**config.mk**
```make
export PLATFORM = sky130hd
export DESIGN_NAME = fb_mem_responder
export DESIGN_NICKNAME = d
export VERILOG_FILES = /design/src/rtl/fb_mem_responder.sv
export SDC_FILE = /design/constraint.sdc
export NUM_CORES = 1
export LEC_CHECK = 0
export ABC_AREA = 0
export ABC_CLOCK_PERIOD_IN_PS = 3500
export BUFFER_PORTS_ARGS = -buffer_cell sky130_fd_sc_hd__buf_2
export CAP_MARGIN = 25
export CORE_MARGIN = 3
export CORE_UTILIZATION = 35
export CTS_BUF_LIST = sky130_fd_sc_hd__clkbuf_4 sky130_fd_sc_hd__clkbuf_8
export DETAILED_ROUTE_END_ITERATION = 16
export GPL_TIMING_DRIVEN = 0
export PLACE_DENSITY_LB_ADDON = 0.1
export SLEW_MARGIN = 20
export SYNTH_ARGS = -nofsm -noshare
export SYNTH_HDL_FRONTEND = slang
export SYNTH_SLANG_ARGS = --single-unit
```
**constraint.sdc**
```tcl
create_clock -name clk -period 3.5 [get_ports clk]
set_input_delay 0.35 -clock clk [delete_from_list [all_inputs] [get_ports clk]]
set_output_delay 0.35 -clock clk [all_outputs]
set_load 0.01 [all_outputs]
```
**src/rtl/fb_mem_responder.sv**
```systemverilog
// fb_mem_responder: drains the single-command and burst-read command FIFOs
// onto a 16-bit memory port and returns read data to the matching reader FIFO.
// Burst requests have priority. A burst read collects BURST_LEN beats into one
// wide word before pushing it.
// Optional feature: define FB_MEM_RESPONDER_STATS_EN to add saturating
// counters of completed single and burst transactions.
module fb_mem_responder #(
    parameter int BURST_LEN = 8
) (
    input  logic                    clk,
    input  logic                    reset_i,
    input  logic [40:0]             writer_q_i,
    output logic                    writer_deq_o,
    input  logic                    writer_empty_i,
    input  logic [31:0]             writer_burst_q_i,
    output logic                    writer_burst_deq_o,
    input  logic                    writer_burst_empty_i,
    output logic [15:0]             reader_d_o,
    output logic                    reader_enq_o,
    input  logic                    reader_full_i,
    output logic [16*BURST_LEN-1:0] reader_burst_d_o,
    output logic                    reader_burst_enq_o,
    input  logic                    reader_burst_full_i,
    output logic                    mem_req_o,
    output logic                    mem_we_o,
    output logic                    mem_burst_o,
    output logic [23:0]             mem_addr_o,
    output logic [15:0]             mem_wdata_o,
    input  logic                    mem_ack_i,
    input  logic                    mem_rvalid_i,
    input  logic [15:0]             mem_rdata_i
`ifdef FB_MEM_RESPONDER_STATS_EN
    ,
    output logic [15:0]             stat_single_o,
    output logic [15:0]             stat_burst_o
`endif
);

    localparam int CNT_W = $clog2(BURST_LEN);
    localparam logic [CNT_W-1:0] LAST_BEAT = CNT_W'(BURST_LEN - 1);
    localparam logic [CNT_W-1:0] ONE_BEAT  = CNT_W'(1);

    typedef enum logic [2:0] {
        IDLE,
        REQ,
        WAIT_SINGLE,
        COLLECT,
        PUSH_BURST
    } state_t;

    state_t state;
    state_t state_next;

    logic             sel_burst;
    logic             sel_single;
    logic [CNT_W-1:0] beat_cnt;
    logic [7:0]       unused_burst_hi;

    // The top byte of a burst request carries nothing this block needs.
    assign unused_burst_hi = writer_burst_q_i[31:24];

    // Arbitration: a burst wins whenever its destination has room; a single
    // read also needs room in the single-read FIFO, a single write does not.
    always_comb begin
        sel_burst  = !writer_burst_empty_i && !reader_burst_full_i;
        sel_single = !sel_burst && !writer_empty_i &&
                     (writer_q_i[40] || !reader_full_i);
    end

    // State register.
    always_ff @(posedge clk) begin
        if (reset_i) begin
            state <= IDLE;
        end else begin
            state <= state_next;
        end
    end

    // Next-state logic and the single-cycle handshake pulses; all pulses are
    // held low while reset is asserted so nothing is popped or pushed then.
    always_comb begin
        state_next         = state;
        writer_deq_o       = 1'b0;
        writer_burst_deq_o = 1'b0;
        mem_req_o          = 1'b0;
        reader_burst_enq_o = 1'b0;
        case (state)
            IDLE: begin
                if (sel_burst) begin
                    writer_burst_deq_o = 1'b1;
                    state_next         = REQ;
                end else if (sel_single) begin
                    writer_deq_o = 1'b1;
                    state_next   = REQ;
                end
            end
            REQ: begin
                mem_req_o = 1'b1;
                if (mem_ack_i) begin
                    if (mem_we_o) begin
                        state_next = IDLE;
                    end else if (mem_burst_o) begin
                        state_next = COLLECT;
                    end else begin
                        state_next = WAIT_SINGLE;
                    end
                end
            end
            WAIT_SINGLE: begin
                if (mem_rvalid_i) begin
                    state_next = IDLE;
                end
            end
            COLLECT: begin
                if (mem_rvalid_i && (beat_cnt == LAST_BEAT)) begin
                    state_next = PUSH_BURST;
                end
            end
            PUSH_BURST: begin
                reader_burst_enq_o = 1'b1;
                state_next         = IDLE;
            end
            default: begin
                state_next = IDLE;
            end
        endcase
        if (reset_i) begin
            writer_deq_o       = 1'b0;
            writer_burst_deq_o = 1'b0;
            mem_req_o          = 1'b0;
            reader_burst_enq_o = 1'b0;
        end
    end

    // Datapath: latch the selected command, capture single and burst read
    // beats, and generate the registered single-read push.
    always_ff @(posedge clk) begin
        if (reset_i) begin
            mem_we_o         <= 1'b0;
            mem_burst_o      <= 1'b0;
            mem_addr_o       <= '0;
            mem_wdata_o      <= '0;
            beat_cnt         <= '0;
            reader_d_o       <= '0;
            reader_enq_o     <= 1'b0;
            reader_burst_d_o <= '0;
        end else begin
            reader_enq_o <= 1'b0;
            if (writer_burst_deq_o) begin
                mem_we_o    <= 1'b0;
                mem_burst_o <= 1'b1;
                mem_addr_o  <= writer_burst_q_i[23:0];
                mem_wdata_o <= '0;
            end else if (writer_deq_o) begin
                mem_we_o    <= writer_q_i[40];
                mem_burst_o <= 1'b0;
                mem_addr_o  <= writer_q_i[39:16];
                mem_wdata_o <= writer_q_i[15:0];
            end
            if ((state == REQ) && mem_ack_i) begin
                beat_cnt <= '0;
            end
            if ((state == WAIT_SINGLE) && mem_rvalid_i) begin
                reader_d_o   <= mem_rdata_i;
                reader_enq_o <= 1'b1;
            end
            if ((state == COLLECT) && mem_rvalid_i) begin
                reader_burst_d_o[{beat_cnt, 4'b0000} +: 16] <= mem_rdata_i;
                beat_cnt <= beat_cnt + ONE_BEAT;
            end
        end
    end

`ifdef FB_MEM_RESPONDER_STATS_EN
    logic single_done;
    logic burst_done;

    assign single_done = ((state == REQ) && mem_ack_i && mem_we_o) ||
                         ((state == WAIT_SINGLE) && mem_rvalid_i);
    assign burst_done  = (state == PUSH_BURST);

    // Saturating completion counters; a single completes on write ack or on
    // read data return, a burst completes when its word is pushed.
    always_ff @(posedge clk) begin
        if (reset_i) begin
            stat_single_o <= '0;
            stat_burst_o  <= '0;
        end else begin
            if (single_done && (stat_single_o != 16'hFFFF)) begin
                stat_single_o <= stat_single_o + 16'd1;
            end
            if (burst_done && (stat_burst_o != 16'hFFFF)) begin
                stat_burst_o <= stat_burst_o + 16'd1;
            end
        end
    end
`endif

endmodule

```
==> results.json, run 1 <==
{
  "status": "complete, no violations",
  "highest_layer": "met4",
  "crit_fanout": 10,
  "ir_drop_v": 0.000240,
  "hold_viol": 0,
  "rsz0062_at_grt": "no",
  "area_growth_pct": 27.3,
  "clock-sinks": 193,
  "initial_core_util_pct": 36.2,
  "tns_ns": 0,
  "final_cells": 1485,
  "ys_async_sr_fraction_pct": 0,
  "wl_met1_um": 12400,
  "pwr-share-comb_pct": 11.3,
  "grt_use_total_pct": 21.3,
  "core_area_mm2": 0.0214,
  "syn_area_mm2": 0.00773,
  "powerDensity_mw_per_mm2": 446,
  "gp_congestion": 0.781,
  "io_buffers": 263,
  "syn-num-nets": 1020,
  "gr-total-overflow": 0,
  "layout_commonest_cell": "buf_2",
  "power_frac_seq_pct": 51.9,
  "max_freq_ghz": 0.326,
  "met2_length_um": 12300,
  "fin_skew_ns": 0.0176,
  "grt_max_degree": 18,
  "row_count": 53,
  "antenna_found_initial": 0,
  "post-route-util_pct": 46.1,
  "critPathArrivalTime_ns": 3.39,
  "cts_buffer_depth": 2,
  "ys.flop_type": "dfxtp_1",
  "ys_seq_elements": 193,
  "power.leakage_nw": 4.06,
  "clk_pin_slew_ns": 0.11,
  "p_int_mw": 3.19,
  "synth_area_per_cell_um2": 8.45,
  "vias": 7431,
  "grt_pass1_wl_um": 40200,
  "final_cell_mix": "buf_2, dfxtp_1, nand2_1",
  "cts_buffers": 17,
  "yosys_warnings": 0,
  "ys_seq_area_share_pct": 50.0,
  "switchingPower_mw": 1.20,
  "finalCriticalPeriod_ns": 3.07,
  "via_per_inst": 5.00,
  "htree_levels": 4,
  "firstDrtPassIters": 5,
  "wl_per_cell_um": 17.9,
  "max-slew-margin-rel_pct": 35.4,
  "n_fill_cell": 2222,
  "synth_edf_count": 0,
  "clk_latency_ns": 0.45,
  "syn_inst": 915,
  "required_ns": 3.82,
  "sw_frac_of_total_pct": 27.4,
  "ys_types": 49,
  "slew_violations": 0,
  "met3WireLength_um": 1590,
  "root_buffer": "clkbuf_8",
  "hold_path.class": "primary input to register",
  "num-nets-final": 1302,
  "wl_um": 26500,
  "die_area_mm2": 0.0239,
  "cp-start-kind": "register",
  "fp.dieW_um": 155,
  "cts_tree": "yes",
  "dpl.hpwl_um": 18700,
  "fin_crit_sh_pct": 87.7,
  "pwr-share-clk_pct": 36.8,
  "critical_path_class": "register to register",
  "dp_cells": 1453,
  "drcViolationCount": 0,
  "tightestPinTransition_ns": 0.959,
  "grt_pass1_vias": 7007,
  "layout-drive-gt1-share_pct": 27.6,
  "cts_setup_buffers": 0,
  "first_iter_violations": 469,
  "setup_viol": 0,
  "maxCapViolCount": 0,
  "n_antenna_cell": 0,
  "die_h_um": 155,
  "io_pins": 288,
  "cp-end-kind": "register",
  "antenna_left": 0
}
==> power groups by stage <==
stage | clock, mW | sequential, mW | combinational [mW]
6_report | 1.62 | 2.28 | 0.494
3_3_place_gp | 0 | 2.33 | 0.499
2_1_floorplan | 0 | 2.35 | 0.258
5_1_grt | 1.73 | 2.29 | 0.545
3_5_place_dp | 0 | 2.33 | 0.501
4_1_cts | 1.66 | 2.28 | 0.501
==> cells in the mapped netlist, types with 2 or more instances <==
cell	instances	area (um^2)
mux2i_1	40	400
nand2b_1	37	231
nor4_2	2	25.0
a22oi_1	2	15.0
o21ai_0	15	75.1
buf_1	2	7.51
inv_1	3	11.3
or4_1	3	22.5
a21oi_1	146	731
nor2_1	10	37.5
nor2b_1	2	12.5
nor4b_2	3	45.0
nand2_1	188	706
nand2_2	9	56.3
clkbuf_1	79	297
buf_2	6	30.0
a311oi_1	24	210
ha_1	8	100
and3_1	2	12.5
buf_6	2	22.5
nor3_1	4	20.0
o21ai_1	5	25.0
dfxtp_1	193	3860
a21oi_2	9	78.8
nand3_1	97	485
==> metal layers <==
layer / GRT usage [%] / vias up
li1: - / 3698
met4: 3.62 / 0
met3: 4.70 / 14
met5: 0 / -
met1: 30.4 / 3500
met2: 33.7 / 219
==> through the flow <==
stage               total power [mW]  worst slack, ns  hold slack, ns  area (um^2)
floorplan                       2.61            0.961           0.473         7730
global placement                2.83            0.383           0.439         9390
detailed placement              2.83            0.349           0.441         9390
CTS                             4.44            0.321          0.0772         9830
global route                    4.56            0.119          0.0740         9840
finish                          4.39            0.432           0.114         9840
==> path summary, 6_finish.rpt <==
path	cells past startpoint	to	from	slack [ns]
worst min-delay path	3	mem_wdata_o[12]	writer_q_i[12]	0.11
worst max-delay path	10	reader_burst_d_o[71]	beat_cnt[0]	0.43
worst min register to register	2	reader_burst_d_o[64]	reader_burst_d_o[64]	0.46
worst max register to register	10	reader_burst_d_o[71]	beat_cnt[0]	0.43
==> repair_timing <==
action | CTS | global route
hold buffers | 0 | 0
setup endpoints to repair | 0 | 10
endpoints found under the hold margin | 0 | 0
resized for setup | 0 | 1
==> flip-flops by register name, summed over array words and instances (netlist names) <==
signal and flops:
reader_burst_d_o 128, mem_burst_o 1, mem_addr_o 24, reader_enq_o 1
mem_wdata_o 16, state 3, beat_cnt 3, reader_d_o 16
mem_we_o 1
==> area by class of cell <==
class                   instances  area (um^2)  area share (%)
plain buffers                  90          377            3.83
clock buffers                  20          263            2.67
clock inverters                12          176            1.79
inverters                       5         23.8           0.242
multi-input cells             627         3470            35.3
flip-flops and latches        193         3860            39.3
well taps                     275          344            3.50
repair buffers                263         1320            13.4
==> critical path, stage by stage, from the launching register on <==
cell and delay [ns]:
dfxtp_1 0.53, inv_1 0.17, ha_1 0.26, ha_1 0.27, clkbuf_1 0.34, o21ai_0 0.28, or4_1 0.45, clkbuf_1 0.21
clkbuf_1 0.27, nand2_1 0.12, a21oi_1 0.06
==> kinds of logic after synthesis <==
kind of cell	Yosys count	share of synthesized area, %
buffers and inverters	95	5.18
adders and majority gates	8	1.29
AOI/OAI and AO/OA	207	15.2
and+or+nand+nor	372	23.1
DFF	193	50.0
muxes	40	5.18
No activity file was read; power rests on OpenSTA's default activity.
==> inputs of run 2 (changes only) <==
BUFFER_PORTS_ARGS = unset   (was -buffer_cell sky130_fd_sc_hd__buf_2)
DONT_BUFFER_PORTS = 1   (was unset)
==> run 2 against run 1 <==
  * Via count fell by 12%
  * Clock-buffer cell count fell by 2
  * Design area fell by 13%
  * Critical path depth fell by 1
  * Clock power fell by 10%
  * Maximum frequency fell by 3.2%
  * Total power fell by 5.3%
  * Clock skew rose by 0.0022 ns
  * Worst hold slack got worse by 0.069 ns
  * Routed wire length fell by 1.5%
  * Die area did not move
  * Highest routed layer unchanged
==> results.json, run 2 (synthesis results as in run 1) <==
{
  "finalCriticalPeriod_ns": 3.17,
  "dpl.hpwl_um": 18100,
  "grt_use_total_pct": 21.3,
  "grt_busiest_layer": "met2",
  "die_h_um": 155,
  "area_growth_pct": 11.3,
  "initial_core_util_pct": 36.2,
  "via_per_inst": 5.30,
  "n_antenna_cell": 0,
  "reg.largest.list": "reader_burst_d_o: 128 flops, mem_addr_o: 24 flops",
  "slowest_stage": "nor4_2",
  "hold_ws_ns": 0.0458,
  "tightestPinTransition_ns": 1.03,
  "layout-drive-gt1-share_pct": 7.28,
  "cts_buffers": 17,
  "wl_um": 26100,
  "cp-start-kind": "register",
  "critPathTopFamily": "buffers and inverters",
  "rsz0062_at_grt": "no",
  "required_ns": 3.88,
  "antenna_left": 0,
  "core_area_mm2": 0.0214,
  "cts_resized": 0,
  "met1_usage_pct": 28.3,
  "largest_register_ffs": 128,
  "slew_violations": 0,
  "ir_drop_v": 0.000214,
  "powerDensity_mw_per_mm2": 483,
  "htree_levels": 4,
  "gp_congestion": 0.790,
  "gr-total-overflow": 0,
  "final_cell_mix": "dfxtp_1, nand2_1, a21oi_1",
  "die_area_mm2": 0.0239,
  "critical_path_class": "register to register",
  "use_met2_pct": 32.8,
  "critPathArrivalTime_ns": 3.55,
  "vias": 6551,
  "grt_use_met3_pct": 8.25,
  "clock-sinks": 193,
  "dp_cells": 1190,
  "setup_viol": 0,
  "fp.dieW_um": 155,
  "cts_tree": "yes",
  "power.leakage_nw": 2.76,
  "io_buffers": 0,
  "num-nets-final": 1055,
  "max_freq_ghz": 0.315,
  "row_count": 53,
  "cp-end-kind": "register",
  "root_buffer": "clkbuf_8",
  "critPathMaxStageDelay_ns": 0.60,
  "tns_ns": 0,
  "cts_setup_buffers": 0,
  "cp_cell_sequence": "inv_1 -> ha_1 -> ha_1 -> clkbuf_1 -> o21ai_0 -> nor4_2 -> clkbuf_1 -> nand3_1 -> a21oi_1",
  "first_iter_violations": 337,
  "maxCapViolCount": 0,
  "firstDrtPassIters": 5,
  "hold_viol": 0,
  "crit_buf_inv": 3,
  "wl_per_cell_um": 21.1,
  "clk_pin_slew_ns": 0.10,
  "grt_pass1_wl_um": 39400,
  "drcViolationCount": 0,
  "grt_pass1_vias": 6356,
  "antenna_found_initial": 0,
  "max-slew-margin-rel_pct": 30.6,
  "final_cells": 1237,
  "clk_latency_ns": 0.46,
  "fin_crit_sh_pct": 90.6,
  "crit_fanout": 10,
  "grt_max_degree": 18,
  "status": "complete, no violations",
  "io_pins": 288,
  "hold_path.class": "primary input to register",
  "cts_buffer_depth": 2,
  "layout_commonest_cell": "dfxtp_1",
  "fin_skew_ns": 0.0199,
  "largest-register": "reader_burst_d_o"
}
[run 2: where the power goes]
group / total, mW / internal [mW] / switching, mW
clock network: 1.45 / 0.592 / 0.854
logic: 0.384 / 0.121 / 0.263
registers: 2.32 / 2.25 / 0.0705
[run 2: layout make-up]
cell class              count  area (um^2)
multi-input cells         627         3470
clock inverters            13          125
flip-flops and latches    193         3860
plain buffers              90          377
well taps                 275          344
clock buffers              18          248
repair buffers             16          160
inverters                   5         23.8
fillers                  2215        12700
[run 2: worst paths after layout]
kind                         from                   end  slack (ns)  cells after the start
min reg2reg  reader_burst_d_o[72]  reader_burst_d_o[72]        0.51                      2
min                 writer_q_i[1]        mem_wdata_o[1]        0.05                      2
max reg2reg           beat_cnt[0]  reader_burst_d_o[73]        0.33                      9
max                   beat_cnt[0]  reader_burst_d_o[73]        0.33                      9
[run 2: metrics by stage]
stage / area (um^2) / power, mW / setup WS, ns / utilization, %
after global routing: 8610 / 4.34 / 0.00978 / 40.3
after floorplan: 7730 / 2.61 / 0.961 / -
after detailed placement: 8070 / 2.75 / 0.358 / 37.8
final: 8610 / 4.15 / 0.330 / 40.3
after CTS: 8610 / 4.22 / 0.346 / 40.3
after global placement: 8070 / 2.74 / 0.381 / 37.8
[run 2: repair_timing]
action                                  CTS  global route
hold endpoints to repair                 16             0
endpoints found under the setup margin    0             0
hold buffers                             16             0
[run 2: metal layers]
metal	vias to the layer above	routed length, um
met2	217	11900
li1	3198	-
met3	22	2360
met4	0	366
met5	-	0
met1	3114	11500
[run 2: worst reg2reg max path, cell delays in order (launching register included)]
cell	delay, ns
dfxtp_1	0.51
inv_1	0.18
ha_1	0.25
ha_1	0.27
clkbuf_1	0.36
o21ai_0	0.22
nor4_2	0.60
clkbuf_1	0.38
nand3_1	0.14
a21oi_1	0.19
==> inputs of run 3 (changes only) <==
PLACE_DENSITY_LB_ADDON = unset   (was 0.1)
==> run 3 against run 2 <==
  * Sequential share of layout area barely moved
  * Clock skew shrank 0.0039 ns
  * Worst hold slack got worse by 0.014 ns
  * Design area hardly changed
  * Sequential power is essentially flat
  * Highest routed layer unchanged
==> results.json, run 3 (synthesis results as in run 1) <==
{
  "cts_buffers": 17,
  "n_fill_cell": 2195,
  "clock-sinks": 193,
  "wl_um": 25500,
  "layout_commonest_cell": "dfxtp_1",
  "grt_max_degree": 17,
  "clk_latency_ns": 0.45,
  "htree_levels": 4,
  "maxCapViolCount": 0,
  "largest-register": "reader_burst_d_o",
  "initial_core_util_pct": 36.2,
  "fp.dieW_um": 155,
  "gr-total-overflow": 0,
  "io_buffers": 0,
  "clk_pin_slew_ns": 0.10,
  "vias": 6608,
  "critPathArrivalTime_ns": 3.44,
  "seq_area_mm2": 0.00386,
  "antenna_left": 0,
  "final_cell_mix": "dfxtp_1, nand2_1, a21oi_1",
  "firstDrtPassIters": 5,
  "ir_drop_v": 0.000201,
  "first_iter_violations": 406,
  "multi_input_area_mm2": 0.00347,
  "die_h_um": 155,
  "setup_viol": 0,
  "tns_ns": 0,
  "n_antenna_cell": 0,
  "drcViolationCount": 0,
  "wl_per_cell_um": 20.6,
  "status": "complete, no violations",
  "max-slew-margin-rel_pct": 35.6,
  "cts_setup_buffers": 0,
  "rsz0062_at_grt": "no",
  "io_pins": 288,
  "layout-drive-gt1-share_pct": 7.38,
  "hold_path.class": "primary input to register",
  "gp_congestion": 0.802,
  "fin_skew_ns": 0.0160,
  "grt_pass1_vias": 6192,
  "required_ns": 3.82,
  "fin_crit_sh_pct": 89.1,
  "finalCriticalPeriod_ns": 3.12,
  "wl_met1_um": 11000,
  "row_count": 53,
  "cts_tree": "yes",
  "final_cells": 1237,
  "reg.largest.list": "reader_burst_d_o: 128 flops, mem_addr_o: 24 flops",
  "cp-start-kind": "register",
  "core_area_mm2": 0.0214,
  "power.leakage_nw": 2.76,
  "tightestPinTransition_ns": 0.956,
  "cp-end-kind": "register",
  "cts_buffer_depth": 2,
  "max_freq_ghz": 0.321,
  "met2_length_um": 11600,
  "dp_cells": 1190,
  "met3WireLength_um": 2380,
  "antenna_found_initial": 0,
  "via_per_inst": 5.34,
  "dpl.hpwl_um": 17900,
  "die_area_mm2": 0.0239,
  "num-nets-final": 1054,
  "powerDensity_mw_per_mm2": 477,
  "largest_register_ffs": 128,
  "slew_violations": 0,
  "critical_path_class": "register to register",
  "grt_pass1_wl_um": 38200,
  "root_buffer": "clkbuf_8",
  "grt_use_total_pct": 20.6,
  "area_growth_pct": 11.3,
  "crit_fanout": 10,
  "hold_viol": 0,
  "highest_layer": "met4"
}
[run 3: cell count changes in the layout (fill, tap and decap cells not counted), sizes merged]
| cell | change |
|---|---|
| inv | -5 |
| clkbuf | +4 |
| clkinv | +4 |
| bufinv | -1 |
| clkinvlp | -1 |
| dlygate4sd3 | -1 |
[run 3: timing repair]
action | CTS | global route
endpoints found under the setup margin | 0 | 10
resized for setup | 0 | 1
hold buffers | 15 | 0
endpoints found under the hold margin | 15 | 0
[run 3: worst max-delay path, cell delays in order, from the launching register on]
cell and delay (ns):
dfxtp_1 0.53, inv_1 0.17, ha_1 0.25, ha_1 0.27, clkbuf_1 0.34, o21ai_0 0.29, or4_1 0.45, clkbuf_1 0.22
clkbuf_1 0.27, nand2_1 0.12, a21oi_1 0.07
[run 3: area by class of cell]
type	count	share of cell area [%]
Sequential cell	193	44.9
Multi-Input combinational cell	627	40.4
Buffer	90	4.38
Tap cell	275	4.00
Clock buffer	22	3.37
Timing Repair Buffer	15	1.75
Clock inverter	10	0.916
Inverter	5	0.276
[run 3: worst paths after layout]
| path | startpoint | end | slack (ns) | cells after the start |
|---|---|---|---|---|
| worst max-delay path | beat_cnt[0] | reader_burst_d_o[70] | 0.38 | 10 |
| worst min-delay path | writer_q_i[40] | mem_we_o | 0.03 | 2 |
| worst max register to register | beat_cnt[0] | reader_burst_d_o[70] | 0.38 | 10 |
| worst min register to register | reader_burst_d_o[101] | reader_burst_d_o[101] | 0.50 | 2 |
[run 3: power breakdown]
part	switching (mW)	total (mW)	internal [mW]
Sequential	0.0725	2.32	2.25
Clock	0.826	1.40	0.573
Combinational	0.259	0.380	0.121
[run 3: layer usage]
metal / up-vias / global-route usage, %
li1: 3208 / -
met1: 3134 / 27.9
met2: 232 / 31.0
met3: 34 / 6.86
met4: 0 / 6.69
met5: - / 0
[run 3: per-stage QoR]
stage / total power [mW] / utilization [%] / hold slack (ns) / cell area, um^2 / setup slack (ns)
finish: 4.10 / 40.3 / 0.0322 / 8600 / 0.382
global route: 4.27 / 40.3 / 0.00146 / 8600 / 0.0831
CTS: 4.14 / 40.2 / 0.000294 / 8590 / 0.274
detailed placement: 2.74 / 37.8 / 0.481 / 8070 / 0.306
global placement: 2.74 / 37.8 / 0.479 / 8070 / 0.321
floorplan: 2.61 / - / 0.473 / 7730 / 0.961
